[src/rtl/life_hud.sv]
// life_hud: heart/life HUD for the game overlay.
// Owns the player life counter, applies per-frame hit/heal/revive events,
// runs a post-hit invulnerability window, and produces per-slot sprite-on
// flags plus the sprite-ROM pixel offset of the lowest-index lit slot.
// Optional feature macro: LIFE_HUD_BLINK_EN (hearts blink during the
// invulnerability window). Without it hearts stay steady while invulnerable.
// Handshake note: there is no valid/ready pair; events are level-sampled on
// every frame_clk rising edge and state outputs are valid for the whole
// following frame, while pixel outputs are combinational from DrawX/DrawY.
module life_hud #(
  parameter int MAX_LIFE      = 5,
  parameter int START_LIFE    = 3,
  parameter int SPRITE_SHIFT  = 4,
  parameter int INVULN_FRAMES = 60,
  parameter int BLINK_PERIOD  = 8
) (
  input  logic                      frame_clk,
  input  logic                      RESET,
  input  logic [9:0]                DrawX,
  input  logic [9:0]                DrawY,
  input  logic                      hit,
  input  logic                      heal,
  input  logic                      revive,
  input  logic [10*MAX_LIFE-1:0]    heart_row,
  input  logic [10*MAX_LIFE-1:0]    heart_col,
  output logic [3:0]                life,
  output logic                      dead,
  output logic                      invuln,
  output logic [MAX_LIFE-1:0]       hearton,
  output logic                      any_on,
  output logic [SPRITE_SHIFT-1:0]   rom_x,
  output logic [SPRITE_SHIFT-1:0]   rom_y
);

  typedef enum logic [1:0] {
    ST_ALIVE  = 2'd0,
    ST_INVULN = 2'd1,
    ST_DEAD   = 2'd2
  } state_e;

  localparam logic [3:0]  MAX_L   = 4'(MAX_LIFE);
  localparam logic [3:0]  START_L = 4'(START_LIFE);
  localparam logic [9:0]  INV_F   = 10'(INVULN_FRAMES);
  localparam logic [10:0] SPR_W   = 11'(2 ** SPRITE_SHIFT);

  state_e     state_q, state_d;
  logic [3:0] life_q, life_d;
  logic [9:0] timer_q, timer_d;
  logic [3:0] life_inc;
  logic       visible;

  // Heal result, saturating at the ceiling.
  assign life_inc = (life_q < MAX_L) ? life_q + 4'd1 : life_q;

  // Next-state logic for the life FSM, life counter and invulnerability timer.
  always_comb begin
    state_d = state_q;
    life_d  = life_q;
    timer_d = timer_q;
    case (state_q)
      ST_ALIVE: begin
        if (hit && !heal) begin
          if (life_q > 4'd1) begin
            life_d  = life_q - 4'd1;
            timer_d = INV_F;
            state_d = ST_INVULN;
          end else begin
            life_d  = 4'd0;
            state_d = ST_DEAD;
          end
        end else if (heal && !hit) begin
          life_d = life_inc;
        end
      end
      ST_INVULN: begin
        // hit is ignored here, so a coincident heal still applies
        if (heal) life_d = life_inc;
        timer_d = timer_q - 10'd1;
        if (timer_q == 10'd1) state_d = ST_ALIVE;
      end
      ST_DEAD: begin
        if (revive) begin
          life_d  = START_L;
          state_d = ST_ALIVE;
        end
      end
      default: state_d = ST_ALIVE;
    endcase
  end

  // State registers; reset overrides every event.
  always_ff @(posedge frame_clk) begin
    if (RESET) begin
      state_q <= ST_ALIVE;
      life_q  <= START_L;
      timer_q <= 10'd0;
    end else begin
      state_q <= state_d;
      life_q  <= life_d;
      timer_q <= timer_d;
    end
  end

`ifdef LIFE_HUD_BLINK_EN
  localparam logic [7:0] BP_LAST = 8'(BLINK_PERIOD - 1);

  logic [7:0] blink_cnt_q, blink_cnt_d;
  logic       hidden_q, hidden_d;

  // Blink counter: cleared on INVULN entry, toggles phase every BLINK_PERIOD frames.
  always_comb begin
    blink_cnt_d = blink_cnt_q;
    hidden_d    = hidden_q;
    if (state_q == ST_ALIVE && state_d == ST_INVULN) begin
      blink_cnt_d = 8'd0;
      hidden_d    = 1'b0;
    end else if (state_q == ST_INVULN) begin
      if (blink_cnt_q == BP_LAST) begin
        blink_cnt_d = 8'd0;
        hidden_d    = ~hidden_q;
      end else begin
        blink_cnt_d = blink_cnt_q + 8'd1;
      end
    end
  end

  // Blink registers; phase starts visible.
  always_ff @(posedge frame_clk) begin
    if (RESET) begin
      blink_cnt_q <= 8'd0;
      hidden_q    <= 1'b0;
    end else begin
      blink_cnt_q <= blink_cnt_d;
      hidden_q    <= hidden_d;
    end
  end

  assign visible = (state_q != ST_INVULN) || !hidden_q;
`else
  assign visible = 1'b1;
`endif

  logic [SPRITE_SHIFT-1:0] off_x [MAX_LIFE];
  logic [SPRITE_SHIFT-1:0] off_y [MAX_LIFE];

  // Per-slot sprite window test; sums are 11 bits so edge sprites do not wrap.
  for (genvar g = 0; g < MAX_LIFE; g++) begin : g_slot
    logic [9:0] x0, y0;
    logic       in_x, in_y;
    assign x0   = heart_col[g*10 +: 10] << SPRITE_SHIFT;
    assign y0   = heart_row[g*10 +: 10] << SPRITE_SHIFT;
    assign in_x = ({1'b0, DrawX} >= {1'b0, x0}) && ({1'b0, DrawX} < ({1'b0, x0} + SPR_W));
    assign in_y = ({1'b0, DrawY} >= {1'b0, y0}) && ({1'b0, DrawY} < ({1'b0, y0} + SPR_W));
    assign hearton[g] = (4'(g) < life_q) && in_x && in_y && visible;
    assign off_x[g] = DrawX[SPRITE_SHIFT-1:0] - x0[SPRITE_SHIFT-1:0];
    assign off_y[g] = DrawY[SPRITE_SHIFT-1:0] - y0[SPRITE_SHIFT-1:0];
  end

  // ROM offset of the lowest-index lit slot; scanning downward lets low indices win.
  always_comb begin
    rom_x = '0;
    rom_y = '0;
    for (int i = MAX_LIFE - 1; i >= 0; i--) begin
      if (hearton[i]) begin
        rom_x = off_x[i];
        rom_y = off_y[i];
      end
    end
  end

  assign any_on = |hearton;
  assign life   = life_q;
  assign dead   = (state_q == ST_DEAD);
  assign invuln = (state_q == ST_INVULN);

endmodule

[config.mk]
export PLATFORM = sky130hd
export DESIGN_NAME = life_hud
export DESIGN_NICKNAME = d
export VERILOG_FILES = /design/src/rtl/life_hud.sv
export SDC_FILE = /design/constraint.sdc
export NUM_CORES = 1
export LEC_CHECK = 0
export ABC_CLOCK_PERIOD_IN_PS = 4500
export CAP_MARGIN = 30
export CELL_PAD_IN_SITES_DETAIL_PLACEMENT = 1
export CELL_PAD_IN_SITES_GLOBAL_PLACEMENT = 1
export CORE_MARGIN = 2
export CORE_UTILIZATION = 38
export DETAILED_ROUTE_END_ITERATION = 10
export PLACE_DENSITY = 0.92
export SLEW_MARGIN = 5
export SYNTH_ARGS = -nofsm -noshare
export SYNTH_HDL_FRONTEND = slang
export SYNTH_SLANG_ARGS = --single-unit
[constraint.sdc]
create_clock -name frame_clk -period 4.5 [get_ports frame_clk]
set_input_delay 0.9 -clock frame_clk [delete_from_list [all_inputs] [get_ports frame_clk]]
set_output_delay 0.9 -clock frame_clk [all_outputs]
set_load 0.005 [all_outputs]
==> out/qor.csv, run 1 <==
stage,metric,value,unit
floorplanning,dieWidth,114.7,µm
global_routing,grt-ovfl-total,0,
placed_design,io_buffers,104,
sta,report.final.slew_viol_count,0,
sta,setup_viol,12,
logic_synthesis,synth-edff-count,0,
power,power.share.clock,0.094,
sta,tightest_slew,0.6970,ns
worst_hold_path,min_path_type,reg2reg,
floorplanning,design.die.area,13160,µm²
route,drc_errors,0,
route,routed_via_density,6.430,
power,power.share.switching,0.4940,
finish,final_cells,960,
power,irDropWorstVdd,353.1,µV
sta,hold_slack,0.4867,ns
logic_synthesis,syn-cell-area,4658,µm²
clock_network,cts_max_path_buffers,2,
outcome,violations,negative setup slack,
global_routing,grt_pass1_vias,6428,
placed_design,hpwl,15180,µm
power,power.switching,875.8,µW
floorplanning,rows,40,
sta,max_freq,201.2,MHz
clock_network,cts-root-buf,clkbuf_16,
clock_network,cts_tree,yes,
route,wl_per_cell,27.71,µm
worst_setup_path,crit_fanout,6,
placed_design,place_congestion,0.8961,
worst_setup_path,crit_required,3.60,ns
clock_network,numClockSinks,16,
worst_setup_path,arrival,4.07,ns
route,routed_wl,26610,µm
sta,min_period,4.970,ns
clock_network,clk_pin_slew,0.05,ns
logic_synthesis,synth.top_cell.area_share,0.3760,
finish,fin_area,7217,µm²
placed_design,dp.cells,921,
sta,skew,0.003815,ns
clock_network,insertion_delay,0.24,ns
clock_network,cts_max_level,1,
global_routing,grt_util_all_layers,0.2971,
finish,nets,1079,
floorplanning,io_pins,145,
finish,multi_input_area,4349,µm²
floorplanning,die_y,114.7,µm
sta,finalWorstSetupSlack,-0.4702,ns
power,pwr-share-comb,0.754,
finish,mostFrequentLayoutCells,"ha_1 (131), buf_4 (103), inv_1 (97)",
floorplanning,start_util,0.3878,
global_routing,grt_pass1_wl,31260,µm
logic_synthesis,synth_nets,863,
sta,max_slew_margin,0.5331,
clock_network,hold_buffers,0,
outcome,status,"finished, violations left",
power,p_leak,0.003608,µW
finish,final_common_cell,ha_1,
power,seqPwrFrac,0.151,
sta,report.final.hold_viol_count,0,
power,power.density,245.6,nW/µm²
logic_synthesis,yosysWarningCount,0,
route,dr.pass1.iters,5,
power,cellInternalPower,897.0,µW
route,drt-initial-drc-count,412,
worst_setup_path,path_class,in2out,
finish,seqCellArea,320.3,µm²
logic_synthesis,yosysTopAreaCell,ha_1,
logic_synthesis,ys_ff_latch,16,
worst_setup_path,cp-start-kind,input port,
floorplanning,core-area,12010,µm²
finish,nFillCells,1415,
logic_synthesis,syn_inst,598,
clock_network,cts_inserted_buffers,3,
placed_design,postPlaceCellArea,6455,µm²
global_routing,grt_max_degree,11,
logic_synthesis,yosysUniqueCellTypes,60,
logic_synthesis,ys.flop_type,dfxtp_1,
logic_synthesis,synth.avg_cell_area,7.790,µm²
sta,fin_crit_sh,1.104,
logic_synthesis,synthTopCellsByArea,"ha_1 (38%), xnor2_1 (8.8%), inv_1 (8.1%)",
worst_setup_path,cp-end-kind,output pin,
global_routing,antenna_found_initial,1,
finish,drive_above_1_share,0.2463,
logic_synthesis,yosysSeqAreaShare,0.06876,
route,vias,6173,
route,ant_nets,0,
finish,syn_to_final_growth,54.93,%
run,maxCapViolations,0,
logic_synthesis,synthArstFlopShare,0,
## flip-flops by register name, summed over array words and instances, names as in the netlist
signal   count
state_q      2
life         4
timer_q     10
## power by group through the flow
stage | Combinational (µW) | Sequential (µW) | Clock, µW
after detailed placement | 1090 | 266 | 0
after CTS | 1130 | 265 | 169
after global placement | 987 | 257 | 0
final | 1340 | 268 | 167
after floorplan | 648 | 240 | 0
after global routing | 1420 | 274 | 177
## repair_timing
item	4_1_cts	5_1_grt
buffers inserted	12	21
pin swaps	15	28
endpoints found under the setup margin	14	13
gates cloned	1	1
gates resized for setup	53	81
## layer usage
layer,vias to the layer above,part of all wire,GRT usage
li1,2595,-,-
met1,2898,0.34,0.3019
met2,461,0.47,0.5602
met3,219,0.088,0.04817
met4,0,0.096,0.1912
met5,-,0,0
## cell families (layout without fill, tap and decap cells)
kind of cell,after synthesis,in the layout,synth area share
AND/OR/NAND/NOR,146,147,0.1698
adder cells (fa/ha/maj),140,140,0.3760
AO/OA/AOI/OAI,140,141,0.2055
buffers and inverters,107,319,0.08702
XOR/XNOR,47,47,0.08837
flip-flops,16,16,0.06876
multiplexers,2,2,0.004566
other,0,1,0
## cells in the mapped netlist (5+ instances only)
library cell and instances:
ha_1 140, inv_1 101, xnor2_1 47, a21oi_1 38, nand3_1 34, nand2_1 27, o21ai_0 25, nor2_1 22
dfxtp_1 16, nor3_1 16, o21a_1 16, nor2b_1 12, a41oi_1 9, nand4_1 6, a2111oi_0 5, nand2b_1 5
o31ai_1 5, o32ai_1 5
## worst paths after layout
check / startpoint / to / slack, ns / cells past startpoint
setup / recovery: DrawX[8] / rom_y[0] / -0.47 / 12
hold / removal: state_q[1] / state_q[1] / 0.49 / 2
setup reg to reg: life[0] / timer_q[9] / 1.86 / 9
hold reg to reg: state_q[1] / state_q[1] / 0.49 / 2
## critical path, cell delays in order
cell	delay, ns
clkdlybuf4s50_1	0.64
buf_4	0.29
ha_1	0.35
nand4_1	0.19
a21oi_1	0.30
a22oi_2	0.16
nor4_4	0.33
buf_6	0.20
a31oi_4	0.09
buf_6	0.23
a41oi_2	0.21
buf_2	0.16
## area by class of cell
cell class	instances	share of cell area
multi-input cells	477	0.6026
repair buffers	215	0.2642
inverters	101	0.05253
flip-flops and latches	16	0.04438
well taps	147	0.02549
clock buffers	3	0.01040
diodes	1	0.0003467
## metrics by stage
stage	power, µW	util	setup WS, ns	TNS (ns)
3_3_place_gp	1244	0.5368	-0.2384	-1.970
3_5_place_dp	1358	0.5374	-0.5062	-4.346
5_1_grt	1867	0.6008	-0.6593	-4.595
6_report	1773	0.6008	-0.4702	-4.017
4_1_cts	1560	0.5630	-0.09441	-0.09441
2_1_floorplan	887.6	-	0.9338	0
(Power assumes the default switching activity.)
==> run 2, diff against run 1 <==
--- a/config.mk
+++ b/config.mk
@@ -9,9 +9,11 @@
 export CAP_MARGIN = 30
 export CELL_PAD_IN_SITES_DETAIL_PLACEMENT = 1
 export CELL_PAD_IN_SITES_GLOBAL_PLACEMENT = 1
+export CORE_ASPECT_RATIO = 0.6
 export CORE_MARGIN = 2
 export CORE_UTILIZATION = 38
 export DETAILED_ROUTE_END_ITERATION = 10
+export GPL_TIMING_DRIVEN = 0
 export PLACE_DENSITY = 0.92
 export SLEW_MARGIN = 5
 export SYNTH_ARGS = -nofsm -noshare
==> out/qor.csv, run 2 (synthesized netlist as in run 1, its figures left out) <==
stage,metric,value,unit,change
outcome,status,"finished, violations left",,unchanged
outcome,violations,negative setup slack,,unchanged
worst_setup_path,cp_common_cell,dlygate4sd2_1,,was buf_6
sta,report.final.slew_viol_count,0,,unchanged
power,seqPwrFrac,0.150,,was 0.151
global_routing,grt_pass1_vias,5925,,was 6428
finish,utilization,0.5578,,was 0.6008
global_routing,grt_max_degree,11,,unchanged
power,power.share.clock,0.116,,was 0.094
finish,nFillCells,1438,,was 1415
worst_setup_path,cp-end-kind,output pin,,unchanged
power,power.share.switching,0.5104,,was 0.4940
run,maxCapViolations,0,,unchanged
power,cellInternalPower,861.2,µW,was 897.0 µW
sta,skew,0.01006,ns,was 0.003815 ns
route,routed_via_density,6.340,,was 6.430
finish,largest_reg_flops,10,,unchanged
placed_design,hpwl,13470,µm,was 15180 µm
route,routed_wl,23430,µm,was 26610 µm
floorplanning,start_util,0.3874,,was 0.3878
global_routing,grt_pass1_wl,30130,µm,was 31260 µm
power,p_leak,0.003274,µW,was 0.003608 µW
finish,drive_above_1_share,0.1624,,was 0.2463
worst_setup_path,crit_fanout,10,,was 6
power,irDropWorstVdd,195.5,µV,was 353.1 µV
finish,top_register,timer_q,,unchanged
finish,nets,1011,,was 1079
floorplanning,core-area,12020,µm²,was 12010 µm²
placed_design,io_buffers,103,,was 104
floorplanning,rows,31,,was 40
power,power.switching,897.7,µW,was 875.8 µW
route,ant_nets,0,,unchanged
sta,setup_viol,12,,unchanged
sta,max_freq,212.4,MHz,was 201.2 MHz
worst_setup_path,cp-start-kind,input port,,unchanged
sta,hold_slack,0.4911,ns,was 0.4867 ns
worst_setup_path,crit_family,compound AO/OA/AOI/OAI gates,,was buffers and inverters
finish,fin_area,6706,µm²,was 7217 µm²
clock_network,insertion_delay,0.26,ns,was 0.24 ns
clock_network,hold_buffers,0,,unchanged
finish,mostFrequentLayoutCells,"ha_1 (129), inv_1 (93), clkdlybuf4s50_1 (52)",,"was ha_1 (131), buf_4 (103), inv_1 (97)"
worst_setup_path,path_cells,dlygate4sd2_1 -> ha_1 -> a21oi_1 -> o21ai_0 -> a22oi_1 -> nor4_4 -> buf_4 -> a31oi_4 -> a41oi_2 -> dlygate4sd2_1,,was clkdlybuf4s50_1 -> buf_4 -> ha_1 -> nand4_1 -> a21oi_1 -> a22oi_2 -> nor4_4 -> buf_6 -> a31oi_4 -> buf_6 -> a41oi_2 -> buf_2
floorplanning,design.die.area,13190,µm²,was 13160 µm²
clock_network,cts-root-buf,clkbuf_16,,unchanged
power,power.density,262.3,nW/µm²,was 245.6 nW/µm²
route,dr.pass1.iters,4,,was 5
placed_design,place_congestion,0.8506,,was 0.8961
global_routing,antenna_found_initial,2,,was 1
clock_network,cts_max_path_buffers,2,,unchanged
floorplanning,io_pins,145,,unchanged
global_routing,grt_util_all_layers,0.2817,,was 0.2971
worst_setup_path,path_buf_inv,3,,was 5
clock_network,cts_max_level,1,,unchanged
sta,max_slew_margin,0.4289,,was 0.5331
sta,rsz0062_at_grt,yes,,
sta,fin_crit_sh,1.046,,was 1.104
sta,tightest_slew,0.8351,ns,was 0.6970 ns
route,drt-initial-drc-count,418,,was 412
route,drc_errors,0,,unchanged
placed_design,postPlaceCellArea,5896,µm²,was 6455 µm²
worst_setup_path,arrival,3.81,ns,was 4.07 ns
route,vias,5782,,was 6173
finish,final_common_cell,ha_1,,unchanged
sta,finalWorstSetupSlack,-0.2078,ns,was -0.4702 ns
sta,min_period,4.708,ns,was 4.970 ns
floorplanning,die_y,89.76,µm,was 114.7 µm
clock_network,clk_pin_slew,0.05,ns,about the same
floorplanning,dieWidth,146.9,µm,was 114.7 µm
global_routing,grt-ovfl-total,0,,unchanged
power,pwr-share-comb,0.733,,was 0.754
worst_setup_path,crit_required,3.60,ns,about the same
clock_network,numClockSinks,16,,unchanged
worst_hold_path,min_path_type,reg2reg,,unchanged
clock_network,cts_tree,yes,,unchanged
sta,report.final.hold_viol_count,0,,unchanged
worst_setup_path,slowest_delay,0.68,ns,was 0.64 ns
worst_setup_path,cpMaxStageDelayCell,dlygate4sd2_1,,was clkdlybuf4s50_1
route,wl_per_cell,25.69,µm,was 27.71 µm
clock_network,cts_inserted_buffers,3,,unchanged
finish,syn_to_final_growth,43.97,%,was 54.93%
worst_setup_path,path_class,in2out,,unchanged
## run 2: repair_timing
| action | 4_1_cts | 5_1_grt |
|---|---|---|
| endpoints found under the hold margin | 0 | 0 |
| pin swaps | 15 | 23 |
| setup endpoints to repair | 14 | 13 |
| setup buffers | 19 | 16 |
| gates resized for setup | 83 | 66 |
| gates cloned | 3 | 2 |
## run 2: tightest hold or removal path: stages (launching register included)
cell,delay (ns)
dfxtp_1,0.33
nand2_1,0.06
a21oi_1,0.05
## run 2: stage by stage
| step | power [µW] | instances | TNS [ns] | worst slack, ns |
|---|---|---|---|---|
| after detailed placement | 1281 | 866 | -6.790 | -0.7003 |
| after CTS | 1568 | 892 | -0.009306 | -0.009306 |
| after global routing | 1845 | 910 | -2.574 | -0.2872 |
| after global placement | 1196 | 866 | -5.302 | -0.5641 |
| after floorplan | 887.6 | 598 | 0 | 0.9338 |
| final | 1759 | 912 | -1.933 | -0.2078 |
## run 2: path summary, 6_finish.rpt
check,start,endpoint,slack (ns),depth (start not counted)
hold reg to reg,state_q[1],state_q[1],0.49,2
hold / removal,state_q[1],state_q[1],0.49,2
setup reg to reg,life[0],timer_q[8],1.51,8
setup / recovery,DrawX[7],rom_x[1],-0.21,10
## run 2: cell type report
| cell class | instances | area [µm²] | share of cell area |
|---|---|---|---|
| sequential | 16 | 320.3 | 0.04776 |
| antenna | 2 | 5.005 | 0.0007463 |
| buffer | 6 | 26.28 | 0.003918 |
| inverter | 101 | 386.6 | 0.05765 |
| clock buffer | 4 | 88.84 | 0.01325 |
| tap | 165 | 206.4 | 0.03078 |
| multi-input combinational | 478 | 4355 | 0.6494 |
| timing repair buffer | 139 | 1313 | 0.1957 |
| timing repair inverter | 1 | 5.005 | 0.0007463 |
## run 2: power groups by stage
stage	Clock [µW]	Combinational [µW]	Sequential, µW
3_3_place_gp	0	947	249
3_5_place_dp	0	1030	255
4_1_cts	200	1110	254
6_report	205	1290	264
5_1_grt	210	1370	268
2_1_floorplan	0	648	240
## run 2: layer usage
layer / track usage / wire (µm) / vias up
met5: 0 / 0 / -
met3: 0.05990 / 1793 / 153
met4: 0.1162 / 1524 / 0
met1: 0.3320 / 9183 / 2805
met2: 0.4980 / 10930 / 366
li1: - / - / 2458
